[src/rtl/mem_ctrl.sv]
// mem_ctrl: serialises 32-bit LSU and ICache requests onto the 8-bit RAM/IO bus.
// Requests are split into 1/2/4 little-endian byte cycles. The assembled result
// comes back with a one-cycle done pulse. IO stores are held off while the IO
// buffer is full, and in-flight reads are dropped on a ROB rollback.
module mem_ctrl (
    input  logic        clk_in,
    input  logic        rst_in,
    input  logic        rdy_in,
    input  logic        lsu_valid_in,
    input  logic        lsu_rw_in,
    input  logic [1:0]  lsu_size_in,
    input  logic [31:0] lsu_addr_in,
    input  logic [31:0] lsu_wdata_in,
    output logic        lsu_done_out,
    output logic [31:0] lsu_rdata_out,
    input  logic        ic_valid_in,
    input  logic [31:0] ic_addr_in,
    output logic        ic_done_out,
    output logic [31:0] ic_inst_out,
    input  logic [7:0]  mem_din,
    output logic [7:0]  mem_dout,
    output logic [31:0] mem_a,
    output logic        mem_wr,
    input  logic        io_buffer_full,
    input  logic        roll_back_flag_from_rob
);

    typedef enum logic [1:0] {IDLE, READ, WRITE, DONE} state_t;

    state_t      state_q, state_d;
    logic [1:0]  idx_q, idx_d;
    logic [2:0]  n_q, n_d;
    logic [31:0] addr_q, addr_d;
    logic [31:0] wdata_q, wdata_d;
    logic        src_ic_q, src_ic_d;
    logic [31:0] result_q, result_d;
    logic [31:0] mem_a_q, mem_a_d;
    logic [7:0]  mem_dout_q, mem_dout_d;
    logic        mem_wr_q, mem_wr_d;
    logic        lsu_done_q, lsu_done_d;
    logic        ic_done_q, ic_done_d;
    logic [31:0] lsu_rdata_q, lsu_rdata_d;
    logic [31:0] ic_inst_q, ic_inst_d;

    logic        io_hold;
    logic        take_lsu;
    logic        take_ic;
    logic [2:0]  k;
    logic [31:0] addr_k;
    logic [31:0] result_mrg;

    // Byte count for a request size; the reserved encoding 11 behaves as a word.
    function automatic logic [2:0] size_to_n(input logic [1:0] size);
        case (size)
            2'b00:   size_to_n = 3'd1;
            2'b01:   size_to_n = 3'd2;
            default: size_to_n = 3'd4;
        endcase
    endfunction

    // Little-endian byte lane i of a 32-bit word.
    function automatic logic [7:0] byte_sel(input logic [31:0] w, input logic [1:0] i);
        case (i)
            2'd0:    byte_sel = w[7:0];
            2'd1:    byte_sel = w[15:8];
            2'd2:    byte_sel = w[23:16];
            default: byte_sel = w[31:24];
        endcase
    endfunction

    // An IO store (addr[17:16]==11) waits for buffer space; LSU keeps priority while it waits.
    assign io_hold  = lsu_valid_in && !lsu_rw_in && (lsu_addr_in[17:16] == 2'b11) && io_buffer_full;
    assign take_lsu = !roll_back_flag_from_rob && lsu_valid_in && !io_hold;
    assign take_ic  = !roll_back_flag_from_rob && !lsu_valid_in && ic_valid_in;

    // k is the index of the edge inside the transfer; addr+k wraps modulo 2^32.
    assign k      = {1'b0, idx_q} + 3'd1;
    assign addr_k = addr_q + {29'd0, k};

    // Drop the incoming byte into lane idx of the partial result.
    always_comb begin
        result_mrg = result_q;
        case (idx_q)
            2'd0:    result_mrg[7:0]   = mem_din;
            2'd1:    result_mrg[15:8]  = mem_din;
            2'd2:    result_mrg[23:16] = mem_din;
            default: result_mrg[31:24] = mem_din;
        endcase
    end

    // State register.
    always_ff @(posedge clk_in or negedge rst_in) begin
        if (!rst_in)
            state_q <= IDLE;
        else if (rdy_in)
            state_q <= state_d;
    end

    // Next-state logic.
    always_comb begin
        state_d = state_q;
        case (state_q)
            IDLE: begin
                if (take_lsu)
                    state_d = lsu_rw_in ? READ : WRITE;
                else if (take_ic)
                    state_d = READ;
            end
            READ: begin
                if (roll_back_flag_from_rob)
                    state_d = IDLE;
                else if (k == n_q)
                    state_d = DONE;
            end
            WRITE: begin
                if (k == n_q)
                    state_d = DONE;
            end
            default: state_d = IDLE;
        endcase
    end

    // Next values of the datapath and bus/requester outputs.
    always_comb begin
        idx_d       = idx_q;
        n_d         = n_q;
        addr_d      = addr_q;
        wdata_d     = wdata_q;
        src_ic_d    = src_ic_q;
        result_d    = result_q;
        mem_a_d     = mem_a_q;
        mem_dout_d  = mem_dout_q;
        mem_wr_d    = 1'b0;
        lsu_done_d  = 1'b0;
        ic_done_d   = 1'b0;
        lsu_rdata_d = lsu_rdata_q;
        ic_inst_d   = ic_inst_q;
        case (state_q)
            IDLE: begin
                if (take_lsu) begin
                    addr_d   = lsu_addr_in;
                    wdata_d  = lsu_wdata_in;
                    n_d      = size_to_n(lsu_size_in);
                    src_ic_d = 1'b0;
                    idx_d    = 2'd0;
                    result_d = 32'd0;
                    mem_a_d  = lsu_addr_in;
                    if (!lsu_rw_in) begin
                        mem_dout_d = lsu_wdata_in[7:0];
                        mem_wr_d   = 1'b1;
                        // A single-byte store completes in its only write cycle.
                        lsu_done_d = (lsu_size_in == 2'b00);
                    end
                end else if (take_ic) begin
                    addr_d   = ic_addr_in;
                    wdata_d  = 32'd0;
                    n_d      = 3'd4;
                    src_ic_d = 1'b1;
                    idx_d    = 2'd0;
                    result_d = 32'd0;
                    mem_a_d  = ic_addr_in;
                end
            end
            READ: begin
                // On rollback the partial result is simply abandoned.
                if (!roll_back_flag_from_rob) begin
                    result_d = result_mrg;
                    if (k == n_q) begin
                        if (src_ic_q) begin
                            ic_done_d = 1'b1;
                            ic_inst_d = result_mrg;
                        end else begin
                            lsu_done_d  = 1'b1;
                            lsu_rdata_d = result_mrg;
                        end
                    end else begin
                        mem_a_d = addr_k;
                        idx_d   = k[1:0];
                    end
                end
            end
            WRITE: begin
                // Stores are committed, so rollback is ignored here.
                if (k != n_q) begin
                    mem_a_d    = addr_k;
                    mem_dout_d = byte_sel(wdata_q, k[1:0]);
                    mem_wr_d   = 1'b1;
                    idx_d      = k[1:0];
                    lsu_done_d = ((k + 3'd1) == n_q);
                end
            end
            default: ;
        endcase
    end

    // Datapath and output registers; everything freezes while rdy_in is low.
    always_ff @(posedge clk_in or negedge rst_in) begin
        if (!rst_in) begin
            idx_q       <= 2'd0;
            n_q         <= 3'd0;
            addr_q      <= 32'd0;
            wdata_q     <= 32'd0;
            src_ic_q    <= 1'b0;
            result_q    <= 32'd0;
            mem_a_q     <= 32'd0;
            mem_dout_q  <= 8'd0;
            mem_wr_q    <= 1'b0;
            lsu_done_q  <= 1'b0;
            ic_done_q   <= 1'b0;
            lsu_rdata_q <= 32'd0;
            ic_inst_q   <= 32'd0;
        end else if (rdy_in) begin
            idx_q       <= idx_d;
            n_q         <= n_d;
            addr_q      <= addr_d;
            wdata_q     <= wdata_d;
            src_ic_q    <= src_ic_d;
            result_q    <= result_d;
            mem_a_q     <= mem_a_d;
            mem_dout_q  <= mem_dout_d;
            mem_wr_q    <= mem_wr_d;
            lsu_done_q  <= lsu_done_d;
            ic_done_q   <= ic_done_d;
            lsu_rdata_q <= lsu_rdata_d;
            ic_inst_q   <= ic_inst_d;
        end
    end

    // A held write cycle must not repeat on the bus while stalled.
    assign mem_wr        = mem_wr_q & rdy_in;
    assign mem_a         = mem_a_q;
    assign mem_dout      = mem_dout_q;
    assign lsu_done_out  = lsu_done_q;
    assign ic_done_out   = ic_done_q;
    assign lsu_rdata_out = lsu_rdata_q;
    assign ic_inst_out   = ic_inst_q;

endmodule

[config.mk]
export PLATFORM = sky130hd
export DESIGN_NAME = mem_ctrl
export DESIGN_NICKNAME = d
export VERILOG_FILES = /design/src/rtl/mem_ctrl.sv
export SDC_FILE = /design/constraint.sdc
export NUM_CORES = 1
export LEC_CHECK = 0
export CAP_MARGIN = 20
export CORE_MARGIN = 3
export CORE_UTILIZATION = 55
export DETAILED_ROUTE_END_ITERATION = 16
export DONT_BUFFER_PORTS = 1
export HOLD_SLACK_MARGIN = 0.05
export PLACE_DENSITY = 0.72
export SYNTH_ARGS = -nofsm -noshare
export SYNTH_HDL_FRONTEND = slang
export SYNTH_SLANG_ARGS = --single-unit
[constraint.sdc]
create_clock -name clk_in -period 3.3 [get_ports clk_in]
set_input_delay 0.33 -clock clk_in [delete_from_list [all_inputs] [get_ports clk_in]]
set_output_delay 0.33 -clock clk_in [all_outputs]
set_load 0.05 [all_outputs]
======== Yosys cells after proc, flatten, opt, wreduce, memory -nomap -nowiden ========
Cells that the tools add are included.
cells by class
  add/sub/neg operators ................... 3
  equality and inequality tests ........... 17
  muxes and demuxes ....................... 52
  bitwise gates (word level) .............. 3
  reductions and logical operators ........ 27
operators by type and width
  cell                   count
  $mux W32               9
  $pmux W32 S3           1
  $pmux W32 S2           1
  $mux W8                7
  $add A32 B3 Y32        1
  $pmux W8 S3            1
  $mux W2                10
  $pmux W8 S2            1
  $mux W1                15
  $reduce_and A5 Y1      3
  $pmux W2 S3            2
  $ne A2 B2 Y1 const B   5
  $eq A2 B1 Y1 const B   4
  $eq A2 B2 Y1 const B   4
  $logic_not A2 Y1       4
  $logic_and A1 B1 Y1    7
  $eq A3 B3 Y1           2
  $mux W3                2
  $pmux W3 S2            1
  $reduce_and A6 Y1      1
  $reduce_bool A2 Y1     3
  $logic_not A1 Y1       4
  $reduce_and A4 Y1      1
  $add A2 B1 Y3 const B  1
  other kinds (11)       12
storage, ports and cells
  bits in registers ....................... 211
  input port bits ......................... 114
  output and inout bits ................... 107
  word-level logic and storage cells ...... 116

======== Logic depth before layout (Yosys ltp) ========
  word-level depth ........................ 8
  depth in mapped cells ................... 10
  gate-level depth less buffers ........... 9

======== Worst setup path before layout ========
OpenSTA, ideal clock, no wires.
  kind .................................... register to register
  start point ............................. reg idx_q[0]
  end point ............................... reg mem_a_q[20] (netlist: mem_a[20])
  setup time .............................. 95 ps
  arrival time ............................ 2608 ps
  slack ................................... 597 ps
  cell stages (with the launch flop) ...... 10
  clock period less this slack ............ 2703 ps
  cells stage by stage .................... dfrtp_1 -> inv_1 -> ha_1 -> inv_1 -> fa_1 -> and2b_1 -> o21ai_2 -> or4_1 -> and3_1 -> o31ai_1
on the way
  word-level cells in the longest chain between the ends .. 5
ends and longest elaborated chain
  item                    RTL line  RTL
  start, declared         31        logic [1:0] idx_q, idx_d;
  start signal, assigned  213       idx_q <= idx_d;
  $add A2 B1 Y3 (*)       77        assign k = {1'b0, idx_q} + 3'd1;
  $add A32 B3 Y32         78        assign addr_k = addr_q + {29'd0, k};
  $mux W32                168       if (k == n_q) begin
  $mux W32                166       if (!roll_back_flag_from_rob) begin
  $pmux W32 S3            138       case (state_q)
  end signal, assigned    219       mem_a_q <= mem_a_d;
  end, declared           37        logic [31:0] mem_a_q, mem_a_d;
Mark *: on every way between the ends. The rest lies on a longest branch, timed or not. The select of a mux whose other input is x is not followed.
A chain may end at the register's enable or synchronous reset.

======== Final worst setup path ========
  start point ............................. reg idx_q[0]
  end point ............................... reg mem_a_q[22] (netlist: mem_a[22])
Same word-level chain as after synthesis.

==> run metrics <==
status finished, violations left; failing checks negative hold slack; Tot Pwr 12700 uW; largest net degree at the start of global routing 212; post-synthesis cell area 10400 sq um; Routed WL per cell 20.3 microns; Worst Slack Setup Final 0.223 ns; ys async rst share 1.00; Slew Viols, Final 0; Core Area 18300 sq um; top post-synthesis cells by area dfrtp_1 51%, nand2_1 8.0%, mux2i_1 6.7%, o21ai_0 5.8%, a22o_1 3.4%; antenna-violating nets left 0; All-Layer GR Usage 0.256; Worst Skew 0.00826 ns; clock transition at the registers of the reported paths 0.06 ns; crit path to mem_a[22]; Total Die Area 20500 sq um; number of nets in the layout 1195; worst-skew pair later-pin latency 0.51 ns; initial antenna violation count 0; crit path launch type register; crit end category register; FP Rows 49; wirelength, routed 26600 microns; Leak 0.00523 uW; die width 143 microns; final hold viol count 211; critical path class register to register; Longest Clk Path Bufs 3; CP max stage cell or4_1; VDD IR-drop max 0.000573 V; FF-to-FF path depth 9; vias in the first global route 7825; unrepaired setup endpoints after global routing no; part of the Yosys area used for sequential elements 0.509; number of flops mapped to enable cells by yosys 0; Worst R2R Start idx_q[0]; IO Pins 221; TritonCTS buffer count 23; final setup TNS 0 ns; achievable clock frequency 325 MHz; gr ovfl total 0; I/O Buffers 0; Netlist cell types 63; total number of vias 8091; H-tree depth 1; syn avg cell area 9.73 sq um; hold slack final -0.479 ns; global-route wire length before repair 42400 microns; Final Setup Violations 0; R2R Path End mem_a[22]; first-pass iteration count of the detailed router 6; YS warnings 0; via/cell ratio 6.17; crit-path most repeated cell inv_1; DRT iter0 DRCs 736; share of layout cells above drive strength 1 0.0729; worst slack, placed 0.175 ns; hold buffers post-CTS 46; drt drc 0; Synth Register Bits 211; period utilisation layout 0.932; cell chain of the critical path inv_1, ha_1, inv_1, fa_1, and2b_1, o21ai_4, or4_1, and3_1, o31ai_1; Synth area leader dfrtp_1; Least-Margin Pin Slew 0.903 ns; Initial Utilization 0.568; Post-Synthesis Net Count 1195; Synth Instances 1066; CP Launch Point idx_q[0]; hpwl dp 16800 microns; Main synth FF type dfrtp_1; Final min period 3.08 ns; CP max FO 15; Max Cap Violations 0; clk sinks 211; final core occ 0.640; CTS tree done; Die Span Y 143 microns; CTS Root Cell clkbuf_16; Layout area overhead 12.6%; max_slew headroom 0.394; critical path arrival 3.49 ns; Final GP Congestion 0.844; share of the synthesized area in the top cell type 0.509; WP data required 3.72 ns; setup slack, reg-to-reg 0.22 ns; Worst path max stage delay 0.55 ns; HP Class input pin to async pin; # diodes 0; setup bufs post-CTS 0; Cell Pwr Density 1090 nW/um^2
-- worst min-delay path by stage --
stage / startpoint / end / slack (ns) / cells past startpoint
2_1_floorplan: rst_in / addr_q[0] / 0.03 / 0
3_3_place_gp: rst_in / lsu_rdata_out[25] / 0.04 / 0
3_5_place_dp: rst_in / lsu_rdata_out[25] / 0.04 / 0
4_1_cts: rst_in / lsu_rdata_out[25] / -0.50 / 0
5_1_grt: rst_in / lsu_rdata_out[25] / -0.51 / 0
6_report: rst_in / lsu_rdata_out[24] / -0.48 / 0
-- layout by cell type (no fill, tap or decap), drive strengths merged, types with 24 or more instances in the layout --
master and instances:
nand2 220, dfrtp 211, o21ai 122, mux2i 69
dlygate4sd3 46, nand3 42, a22o 40, nand4 39
clkbuf 36, nor2 24
-- layer usage --
layer  global-route usage  vias up  part of all wire
li1                     -     3797                 -
met1                0.355     3924              0.43
met5                    0        -                 0
met2                0.409      319              0.47
met4               0.0699        0             0.022
met3               0.0602       51             0.080
-- worst max-delay path: cells and delay by family, from the launching register on --
kind,cells,cell delay [ns]
DFF,1,0.47
buffers and inverters,2,0.24
adders and majority gates,2,0.78
AOI/OAI and AO/OA,2,0.38
and+or+nand+nor,3,1.10
-- sequential cells by signal, indices dropped and copies added (netlist names) --
register / count
lsu_done_out: 1
src_ic_q: 1
mem_dout: 8
n_q: 3
wdata_q: 32
mem_a: 32
ic_inst_out: 32
state_q: 2
result_q: 32
lsu_rdata_out: 32
addr_q: 32
idx_q: 2
mem_wr_q: 1
ic_done_out: 1
-- cell families after synthesis --
| family | Yosys count | share of synthesized area |
|---|---|---|
| AO/OA/AOI/OAI | 238 | 0.150 |
| multiplexers | 85 | 0.0840 |
| XOR/XNOR | 22 | 0.0193 |
| flip-flops | 211 | 0.509 |
| adder cells (fa/ha/maj) | 15 | 0.0188 |
| buffers and inverters | 101 | 0.0409 |
| AND/OR/NAND/NOR | 394 | 0.178 |
-- power breakdown --
group / internal (uW) / switching, uW / total (uW)
clock network: 1680 / 1020 / 2700
registers: 3670 / 2680 / 6350
logic: 1530 / 2130 / 3660
-- metrics by stage --
step | hold slack [ns] | cells | instance area, sq um
after floorplan | 0.0344 | 1066 | 10400
after global placement | 0.0429 | 1224 | 10400
after detailed placement | 0.0429 | 1224 | 10400
after CTS | -0.501 | 1312 | 11700
after global routing | -0.509 | 1312 | 11700
final | -0.479 | 1312 | 11700
-- cells in the mapped netlist (15+ instances only) --
cell	count
nand2_1	220
o21ai_0	120
buf_2	18
dfrtp_1	211
inv_1	15
clkbuf_1	52
nor2_1	24
a21oi_1	22
nand4_1	39
nand3_1	41
mux2_2	16
mux2i_1	69
a22o_1	40
-- final cells by class --
cell class,instances,area (sq um)
well taps,229,287
flip-flops and latches,211,5280
fillers,1448,6590
clock inverters,6,109
clock buffers,36,694
inverters,15,56.3
multi-input cells,754,4680
repair buffers,61,573
-- timing repair --
action | in CTS | in global routing
gates resized for setup | 0 | 1
endpoints found under the hold margin | 293 | 211
setup endpoints to repair | 0 | 3
(Power assumes the default switching activity.)
